[src/rtl/pool2x2_stream_if.sv]
// Stream bundle for pool2x2_stream: input pixel stream (m_*) with its config, output stream (s_*).
// slave = pooling block view; master = producer/consumer environment view.
// Ports: m_data/m_valid/m_ready/m_width/m_mode in, s_data/s_valid/s_ready/s_last out.
interface pool2x2_stream_if #(
    parameter int DW = 8,
    parameter int DN = 6,
    parameter int CW = 6
) ();
    logic [DN*DW-1:0] m_data;
    logic             m_valid;
    logic             m_ready;
    logic [CW-1:0]    m_width;
    logic [1:0]       m_mode;
    logic [DN*DW-1:0] s_data;
    logic             s_valid;
    logic             s_ready;
    logic             s_last;

    modport slave (
        input  m_data, m_valid, m_width, m_mode, s_ready,
        output m_ready, s_data, s_valid, s_last
    );

    modport master (
        output m_data, m_valid, m_width, m_mode, s_ready,
        input  m_ready, s_data, s_valid, s_last
    );
endinterface

[src/rtl/pool2x2_stream.sv]
// 2x2 stride-2 max/average pooling over DN parallel channels; bypass passes beats straight through.
// Latency: 1 cycle from accepted beat (bypass) or from the 4th pixel of a 2x2 window to s_valid.
// Backpressure: m_ready = ~s_valid | s_ready; output register holds while s_valid & ~s_ready.
// Ports: clk, rst (sync, active-high), bus (slave modport: m_* input stream + config, s_* output).
module pool2x2_stream #(
    parameter int DW    = 8,
    parameter int DN    = 6,
    parameter int MAX_W = 32,
    parameter int CW    = 6
) (
    input  logic              clk,
    input  logic              rst,
    pool2x2_stream_if.slave   bus
);
    localparam int AW = (MAX_W > 1) ? $clog2(MAX_W) : 1;
    localparam int BW = DW + 1;                 // line buffer keeps a full pair sum per channel
    localparam logic [CW-1:0] MAX_W_C = CW'(MAX_W);

    logic [1:0]       cfg_mode;
    logic [CW-1:0]    cfg_w;
    logic             h;                        // 0: first pixel of pair, 1: second
    logic [CW-1:0]    col;
    logic             row;                      // 0: top row of the pair, 1: bottom row
    logic [DN*DW-1:0] p0;

    logic [DN*BW-1:0] line_buf [MAX_W];
    logic [DN*BW-1:0] buf_rd;
    logic [DN*BW-1:0] pair_val;
    logic [DN*DW-1:0] pool_out;

    logic             bypass;
    logic             avg_mode;
    logic             idle;
    logic             accept;
    logic             col_last;
    logic [AW-1:0]    col_idx;
    logic             produce;

    assign bypass   = (cfg_mode == 2'd0);
    assign avg_mode = (cfg_mode == 2'd2);      // mode 3 falls back to max
    assign idle     = ~h & (col == '0) & ~row;
    assign col_last = (col == cfg_w - 1'b1);
    assign col_idx  = col[AW-1:0];
    assign buf_rd   = line_buf[col_idx];

    assign bus.m_ready = ~bus.s_valid | bus.s_ready;
    assign accept      = bus.m_valid & bus.m_ready;
    assign produce     = accept & (bypass | (h & row));

    // Per-channel arithmetic; channels never interact.
    for (genvar k = 0; k < DN; k++) begin : g_ch
        logic [DW-1:0] a;
        logic [DW-1:0] b;
        logic [DW-1:0] hmax;
        logic [DW:0]   hsum;
        logic [DW:0]   lb;
        logic [DW-1:0] vmax;

        assign a    = p0[k*DW +: DW];
        assign b    = bus.m_data[k*DW +: DW];
        assign hmax = (a > b) ? a : b;
        assign hsum = {1'b0, a} + {1'b0, b};
        assign lb   = buf_rd[k*BW +: BW];
        assign vmax = (lb[DW-1:0] > hmax) ? lb[DW-1:0] : hmax;

        assign pair_val[k*BW +: BW] = avg_mode ? hsum : {1'b0, hmax};
        // Four-pixel sum fits in DW+2 bits; +2 gives round-half-up, result never exceeds 2^DW-1.
        assign pool_out[k*DW +: DW] = avg_mode
            ? DW'(({1'b0, lb} + {1'b0, hsum} + (DW+2)'(2)) >> 2)
            : vmax;
    end

    // Line buffer is written before it is read in every row pair, so it carries no reset.
    always_ff @(posedge clk) begin
        if (!rst && accept && !bypass && h && !row) begin
            line_buf[col_idx] <= pair_val;
        end
    end

    always_ff @(posedge clk) begin
        if (rst) begin
            cfg_mode    <= 2'd0;
            cfg_w       <= CW'(1);
            h           <= 1'b0;
            col         <= '0;
            row         <= 1'b0;
            p0          <= '0;
            bus.s_valid <= 1'b0;
            bus.s_last  <= 1'b0;
            bus.s_data  <= '0;
        end else begin
            // Config only tracks the inputs between row pairs.
            if (idle) begin
                cfg_mode <= bus.m_mode;
                cfg_w    <= (bus.m_width == '0 || bus.m_width > MAX_W_C) ? MAX_W_C : bus.m_width;
            end

            if (accept && !bypass) begin
                if (!h) begin
                    p0 <= bus.m_data;
                end
                h <= ~h;
                if (h) begin
                    if (col_last) begin
                        col <= '0;
                        row <= ~row;
                    end else begin
                        col <= col + 1'b1;
                    end
                end
            end

            // A new result may replace one being consumed in the same cycle.
            if (produce) begin
                bus.s_valid <= 1'b1;
                bus.s_data  <= bypass ? bus.m_data : pool_out;
                bus.s_last  <= ~bypass & col_last;
            end else if (bus.s_ready) begin
                bus.s_valid <= 1'b0;
                bus.s_last  <= 1'b0;
            end
        end
    end
endmodule

[src/flat_wrapper.sv]
// flat-port wrapper written by rule: the top's interface ports become plain ports
module pool2x2_stream_flat 
#(
    parameter int DW    = 8,
    parameter int DN    = 6,
    parameter int MAX_W = 32,
    parameter int CW    = 6
)
  (clk, rst, bus_m_data, bus_m_valid, bus_m_width, bus_m_mode, bus_s_ready, bus_m_ready, bus_s_data, bus_s_valid, bus_s_last);
  pool2x2_stream_if #(.DW(DW), .DN(DN), .CW(CW)) bus_i ();
  input  logic clk;
  input  logic rst;
  input wire logic [$bits(bus_i.m_data)-1:0] bus_m_data;
  input wire logic [$bits(bus_i.m_valid)-1:0] bus_m_valid;
  input wire logic [$bits(bus_i.m_width)-1:0] bus_m_width;
  input wire logic [$bits(bus_i.m_mode)-1:0] bus_m_mode;
  input wire logic [$bits(bus_i.s_ready)-1:0] bus_s_ready;
  output wire logic [$bits(bus_i.m_ready)-1:0] bus_m_ready;
  output wire logic [$bits(bus_i.s_data)-1:0] bus_s_data;
  output wire logic [$bits(bus_i.s_valid)-1:0] bus_s_valid;
  output wire logic [$bits(bus_i.s_last)-1:0] bus_s_last;
  assign bus_i.m_data = bus_m_data;
  assign bus_i.m_valid = bus_m_valid;
  assign bus_i.m_width = bus_m_width;
  assign bus_i.m_mode = bus_m_mode;
  assign bus_i.s_ready = bus_s_ready;
  assign bus_m_ready = bus_i.m_ready;
  assign bus_s_data = bus_i.s_data;
  assign bus_s_valid = bus_i.s_valid;
  assign bus_s_last = bus_i.s_last;
  pool2x2_stream #(.DW(DW), .DN(DN), .MAX_W(MAX_W), .CW(CW)) u_core (.clk(clk), .rst(rst), .bus(bus_i));
endmodule
[config.mk]
export PLATFORM = sky130hd
export DESIGN_NAME = pool2x2_stream_flat
export DESIGN_NICKNAME = d
export VERILOG_FILES = /design/src/rtl/pool2x2_stream_if.sv /design/src/rtl/pool2x2_stream.sv /design/src/flat_wrapper.sv
export SDC_FILE = /design/constraint.sdc
export NUM_CORES = 2
export LEC_CHECK = 0
export ABC_AREA = 1
export CAP_MARGIN = 20
export CELL_PAD_IN_SITES_DETAIL_PLACEMENT = 2
export CELL_PAD_IN_SITES_GLOBAL_PLACEMENT = 2
export CORE_MARGIN = 2
export CORE_UTILIZATION = 40
export DETAILED_ROUTE_END_ITERATION = 12
export PLACE_DENSITY_LB_ADDON = 0.1
export SYNTH_ARGS = -nofsm -noshare
export SYNTH_HDL_FRONTEND = slang
export SYNTH_SLANG_ARGS = --single-unit
[constraint.sdc]
create_clock -name clk -period 12.6 [get_ports clk]
set_input_delay 2.52 -clock clk [delete_from_list [all_inputs] [get_ports clk]]
set_output_delay 2.52 -clock clk [all_outputs]
set_load 0.03 [all_outputs]
* Yosys cells after proc, flatten, opt, wreduce, memory -nomap -nowiden *
Memories as Yosys holds them, arrays and structs flattened. A register that Yosys moved wholly into a read port is not among the register bits.
Index checks and enable logic that the tools add are counted.

word-level totals
  bits in latches = 0
  logic and storage cells = 107
  memories kept = 1
  output and inout bits = 51
  input port bits = 60
  bits in writable memories = 1728
  flip-flop bits (word level) = 114
  ROM bits = 0

cells by class
  multiply operators = 0
  magnitude comparators = 13
  reduce and logical (&&, ||, !) cells = 16
  add/subtract/negate cells = 20
  muxes and demuxes = 34
  divide/modulo/power cells = 0
  eq/ne operators = 2
  shifts and indexed selects = 0
  bitwise gates (word level) = 12

memory list
  memory           depth  bits a word  rd ports  clocked after memory_dff  wr ports  line                  source
  u_core.line_buf  32     54           1         1                         1         pool2x2_stream.sv:26  logic [DN*BW-1:0] line_buf [MAX_W];

operator list
  kind                                                                count
  8-bit 2-to-1 mux                                                    18
  8-bit > comparator                                                  12
  10-bit by 2-bit adder with 10-bit output, second input constant     6
  9-bit by 9-bit adder with 10-bit output                             6
  8-bit by 8-bit adder with 9-bit output                              6
  9-bit 2-to-1 mux                                                    6
  48-bit 2-to-1 mux                                                   1
  6-bit zero test                                                     2
  6-bit 2-to-1 mux                                                    2
  5-bit 2-to-1 mux                                                    2
  6-bit by 1-bit adder with 6-bit output, second input constant       1
  1-bit bitwise AND                                                   6
  6-bit equality test                                                 1
  6-bit > comparator, second input constant                           1
  6-bit by 1-bit subtractor with 6-bit output, second input constant  1
  1-bit logical AND                                                   5
  1-bit 2-to-1 mux                                                    5
  1-bit NOT                                                           4
  2-bit AND reduction                                                 2
  1-bit zero test                                                     3
  3-bit AND reduction                                                 1
  2-bit equality test, second input constant                          1
  2-bit zero test                                                     1
  1-bit OR                                                            2
  2 further kinds                                                     2

* Longest topological paths before layout *
  depth in word-level cells = 9
  gate-level depth with buffers = 28
  mapped depth without buffers = 24

* Least setup slack after synthesis *
No wires, ideal clock.

  path type = input-to-reg
  start = in bus_s_ready
  end = mem u_core.line_buf[0][0] in the netlist's numbering, enable pin
  stages = 10
  data arrival time = 6.281 ns
  library setup time = 0.466 ns
  data required time = 12.134 ns
  path slack = 5.852 ns
  path through = inv_1 > nand2_1 > nand2_1 > nor2_1 > inv_1 > nor2_1 > inv_1 > nor3_1 > nand2_1 > nor2_1

between the ends
  cells in the longest elaborated chain, start to end = 8

ends and longest elaborated chain
  item                                    line                  source
  from (decl)                             flat_wrapper.sv:17    input wire logic [$bits(bus_i.s_ready)-1:0] bus_s_ready;
  1-bit OR                                pool2x2_stream.sv:46  assign bus.m_ready = ~bus.s_valid | bus.s_ready;
  named net bus_m_ready                   flat_wrapper.sv:18    output wire logic [$bits(bus_i.m_ready)-1:0] bus_m_ready;
  1-bit bitwise AND                       pool2x2_stream.sv:47  assign accept = bus.m_valid & bus.m_ready;
  1-bit logical AND (4 in series)         pool2x2_stream.sv:75  if (!rst && accept && !bypass && h && !row) begin
  1-bit 2-to-1 mux                        pool2x2_stream.sv:75
  1-bit 2-to-1 mux (not written as such)  pool2x2_stream.sv:76  line_buf[col_idx] <= pair_val;
  to (decl)                               pool2x2_stream.sv:26

The timed path passes the listed nets, and every way through them passes these cells.

==> results.md <==
- After clock tree synthesis, the flow added hold-fix buffers numbering 0.
- The final-report max-slew violation count was 0.
- The arrival time at the worst endpoint is approximately 8.0 ns.
- Of the available clock period, the critical path in the final layout requires 57.67%.
- The final count of hold timing violations was 0.
- The number of resized instances in the post-cts repair step is 0.
- Synthesis produced a netlist with a net count of around 7200.
- The number of iterations in the first detailed-routing pass is 5.
- The flip-flop cell with the highest count after synthesis is sky130_fd_sc_hd__edfxtp_1.
- STA classifies the critical path startpoint as a register.
- The biggest area contributor in the post-synthesis netlist is sky130_fd_sc_hd__edfxtp_1.
- The root buffer selected by CTS is sky130_fd_sc_hd__clkbuf_16.
- The post-layout minimum cycle time is 7.266 ns.
- The H-tree depth reported by CTS is 4.
- Summing all multi-input logic gate instances after layout gives between 20000 and 25000 um^2.
- The net count of the finished layout is 7191.
- For this run the aggregate overflow at the end of global routing stands at 0.
- Power spread over the standard cell area amounts to 165.2 nW/um^2.
- The relative max-transition margin is 20.38%.
- Ranked by instance count, the synthesized netlist is headed by sky130_fd_sc_hd__edfxtp_1 (1728), sky130_fd_sc_hd__o21ai_0 (1018), sky130_fd_sc_hd__nor2_1 (988), sky130_fd_sc_hd__nand2_1 (668), sky130_fd_sc_hd__nand3_1 (366).
- The initial core utilization is between 40% and 50%.
- The largest net degree at the start of global routing is 248.
- The number of top-level design ports is roughly 110.
- Clock skew on the completed layout was measured at 0.06766 ns.
- Along the worst path, the maximum fanout reaches 69.
- The detailed route wirelength on metal3 is approximately 15000 um.
- STA puts the critical path data required time at 13.36 ns.
- Registers take about 54000 um^2.
- The delay of the slowest critical-path stage is roughly 0.9 ns.
- Of the cells placed in the final design, the portion with a size suffix greater than 1 is around 8%.
- The clock transition at the registers of the reported paths is 0.06 ns.
- The post-synthesis cell type count is a little over 50.
- Counting every instance in the synthesized netlist gives 6840.
- In the final routing, the length of wire on met1 measures 129800 um.
- For this run, design rule violations remaining after detail routing come to 0.
- The wire length after detailed routing is 309900 um.
- The share of flip-flops with an asynchronous set or reset is 0%.
- The count of nets left with antenna violations once routing finished came out at 0.
- In this run, synthesis produced a sequential element count of 1847.
- The worst-case IR drop observed on VDD is 129.7 uV.
- Ranked by total cell area, the synthesized netlist is headed by sky130_fd_sc_hd__edfxtp_1 (64%), sky130_fd_sc_hd__o21ai_0 (6.3%), sky130_fd_sc_hd__nor2_1 (4.6%).
- The setup fix buffers added after clock tree synthesis is 0.
- The number of max-cap violations is 0.
- In this run the static leakage power is approximately 32 nW.
- The initialized floorplan defines 164 standard-cell rows.
- The initial detailed-routing violation count is roughly 5200.
- The number of cells traversed by the worst register-to-register path is 20.
- After detailed routing, the number of vias per cell comes to 6.056.
- Buffers placed on the I/O ports in this run total 110.
- The worst-case clock buffer depth is 3.
- The number of antenna violations at the first check in global routing is 3.
- The area of the core is approximately 200000 um^2.
- The via count is 58760.
- The later pin in the worst-skew pair is clocked with a latency of around 0.88 ns.
- Walking the worst path, the cells encountered are buf_4 > buf_4 > buf_4 > o21ai_0 > a21oi_1 > a21oi_1 > o21ai_0 > nand2_1 > nand2_1 > a21boi_1 > inv_1 > ha_1 > nand2_1 > nor2_1 > a211oi_1 > a32oi_1 > clkinv_1 > o211ai_1 > o211ai_1 > a21oi_1.
- The CTS tree is built.
- The slowest library cell on the worst path is sky130_fd_sc_hd__a21boi_1.
- The floorplan step set the die width to roughly 450 um.
- The final setup TNS is 0 ns.
- The area added between synthesis and finish is 13.14%.
- The number of sinks handled by clock tree synthesis is between 1500 and 2000.
- The die extent in y is 453.3 um.
- For this run, the share of the core covered by cells in the final layout is 45.61%.
- For the pin with the worst max-slew slack, the measured transition is 1.194 ns.
- The total of warnings raised by yosys is 0.
- The per-cell routed wire length is 31.94 um.
- The placed wire-length estimate is between 150000 and 200000 um.
- The fraction of synthesized cell area taken by the top area cell type is between 60 and 70%.
- After layout, the worst setup slack is roughly 5.3 ns.
- The critical path class is reg2reg.
- The worst hold path was traced through 2 stages.
- The highest layer used for signal routing is met4.
- The synthesized design contains 1728 enable-type register cells.
- The class of the tightest hold or removal check is reg2reg.
- The nature of the critical path endpoint is a register.
- Setup repair after global routing left no endpoint under its margin.
- The run finished with clean final reports.
- The synthesized netlist occupies a cell area of 80730 um^2.
- The via count of the first global-routing pass is 63530.
- Setup violations remaining at the end of the flow were counted as 0.
- The final weighted congestion in routability-driven placement is 0.7947.
- The part of the Yosys area used for sequential elements is between 60% and 70%.
- After filler insertion, the fill cell instance count of the layout stands at about 20000.
- The mean instance size in the synthesized netlist is 11.80 um^2.
- The die covers 205400 um^2.
- The setup slack after placement is 5.085 ns.
- Clock tree synthesis inserted a total of 202 buffers.
- Across every metal layer, demand over resource in global routing totals between 20% and 30%.
- The most numerous cell in the Yosys netlist is sky130_fd_sc_hd__edfxtp_1.
- The first global-routing pass estimated about 450000 um of wire.
- The maximum clock rate is 0.1376 GHz.
- Wire segments on met2 add up to 152900 um in the final route.
[final timing paths]
check                                           start  slack (ns)               endpoint
worst max-delay path                         register        5.33   u_core.bus.s_data[8]
worst min register to register  u_core.bus.s_data[36]        0.48  u_core.bus.s_data[36]
worst min-delay path            u_core.bus.s_data[36]        0.48  u_core.bus.s_data[36]
worst max register to register               register        5.33   u_core.bus.s_data[8]
[layer usage]
layer  vias to the layer above  GRT usage (%)
met4                         0          10.99
met2                      1753          50.99
met5                         -              0
met1                     31250          38.68
li1                      25240              -
met3                       513          3.609
[kinds of logic after synthesis]
logic type	Yosys count	share of synthesized area, %
simple gates	2076	10.36
compound gates	1909	13.74
flops	1847	67.22
buf+inv	711	4.164
fa+ha+maj	251	4.002
xor+xnor	42	0.4556
mux	4	0.04960
[cells in the final DEF (no fill, tap or decap), drive strengths merged, types with 21 or more instances in the layout]
cell	count
nand2	668
a21oi	298
nor2	988
o211ai	45
clkbuf	249
buf	162
xor2	39
nor3	23
edfxtp	1728
o22ai	122
ha	239
nand3	366
inv	277
a31oi	24
clkinv	95
o21ai	1076
dfxtp	119
clkdlybuf4s50	109
o221ai	257
o21bai	32
nand4	21
[through the flow]
step                power, W  hold slack (ns)  std cells  instance area [um^2]
finish               0.01509           0.4769       9703                 91340
global route         0.01558           0.5058       9703                 91340
CTS                  0.01518           0.4763       9700                 91300
detailed placement  0.009244           0.4676       9330                 84770
global placement    0.009158           0.4626       9327                 84730
floorplan           0.008412           0.4613       6840                 80730
[worst max-delay path, delay by kind of cell (launching register included)]
kind                     cells  cell delay, ns
adder cells (fa/ha/maj)      1            0.37
AO/OA/AOI/OAI               10            2.67
buffers and inverters        5            2.87
AND/OR/NAND/NOR              4            0.31
flip-flops                   1            0.81
[where the power goes]
| group | switching (W) | internal, W |
|---|---|---|
| sequential | 0.0000513 | 0.00709 |
| clock | 0.00261 | 0.00336 |
| combinational | 0.00145 | 0.000529 |
[state kept, by name, summed over array words and instances (netlist names), named ones only]
signal              cells
u_core.row              1
u_core.cfg_w            6
u_core.bus.s_data      48
u_core.cfg_mode         2
u_core.col              6
u_core.line_buf      1728
u_core.p0              48
u_core.bus.s_valid      1
u_core.bus.s_last       1
u_core.h                1
[area by class of cell]
class                      instances  share of cell area (%)
clock inverter                   121                   1.358
inverter                         276                   1.203
tap                             2656                   3.638
antenna                            1                0.002740
timing repair buffer             271                   2.653
sequential                      1847                   59.44
multi-input combinational       4282                   25.92
clock buffer                     249                   5.785
Power figures use the tool's default switching activity.
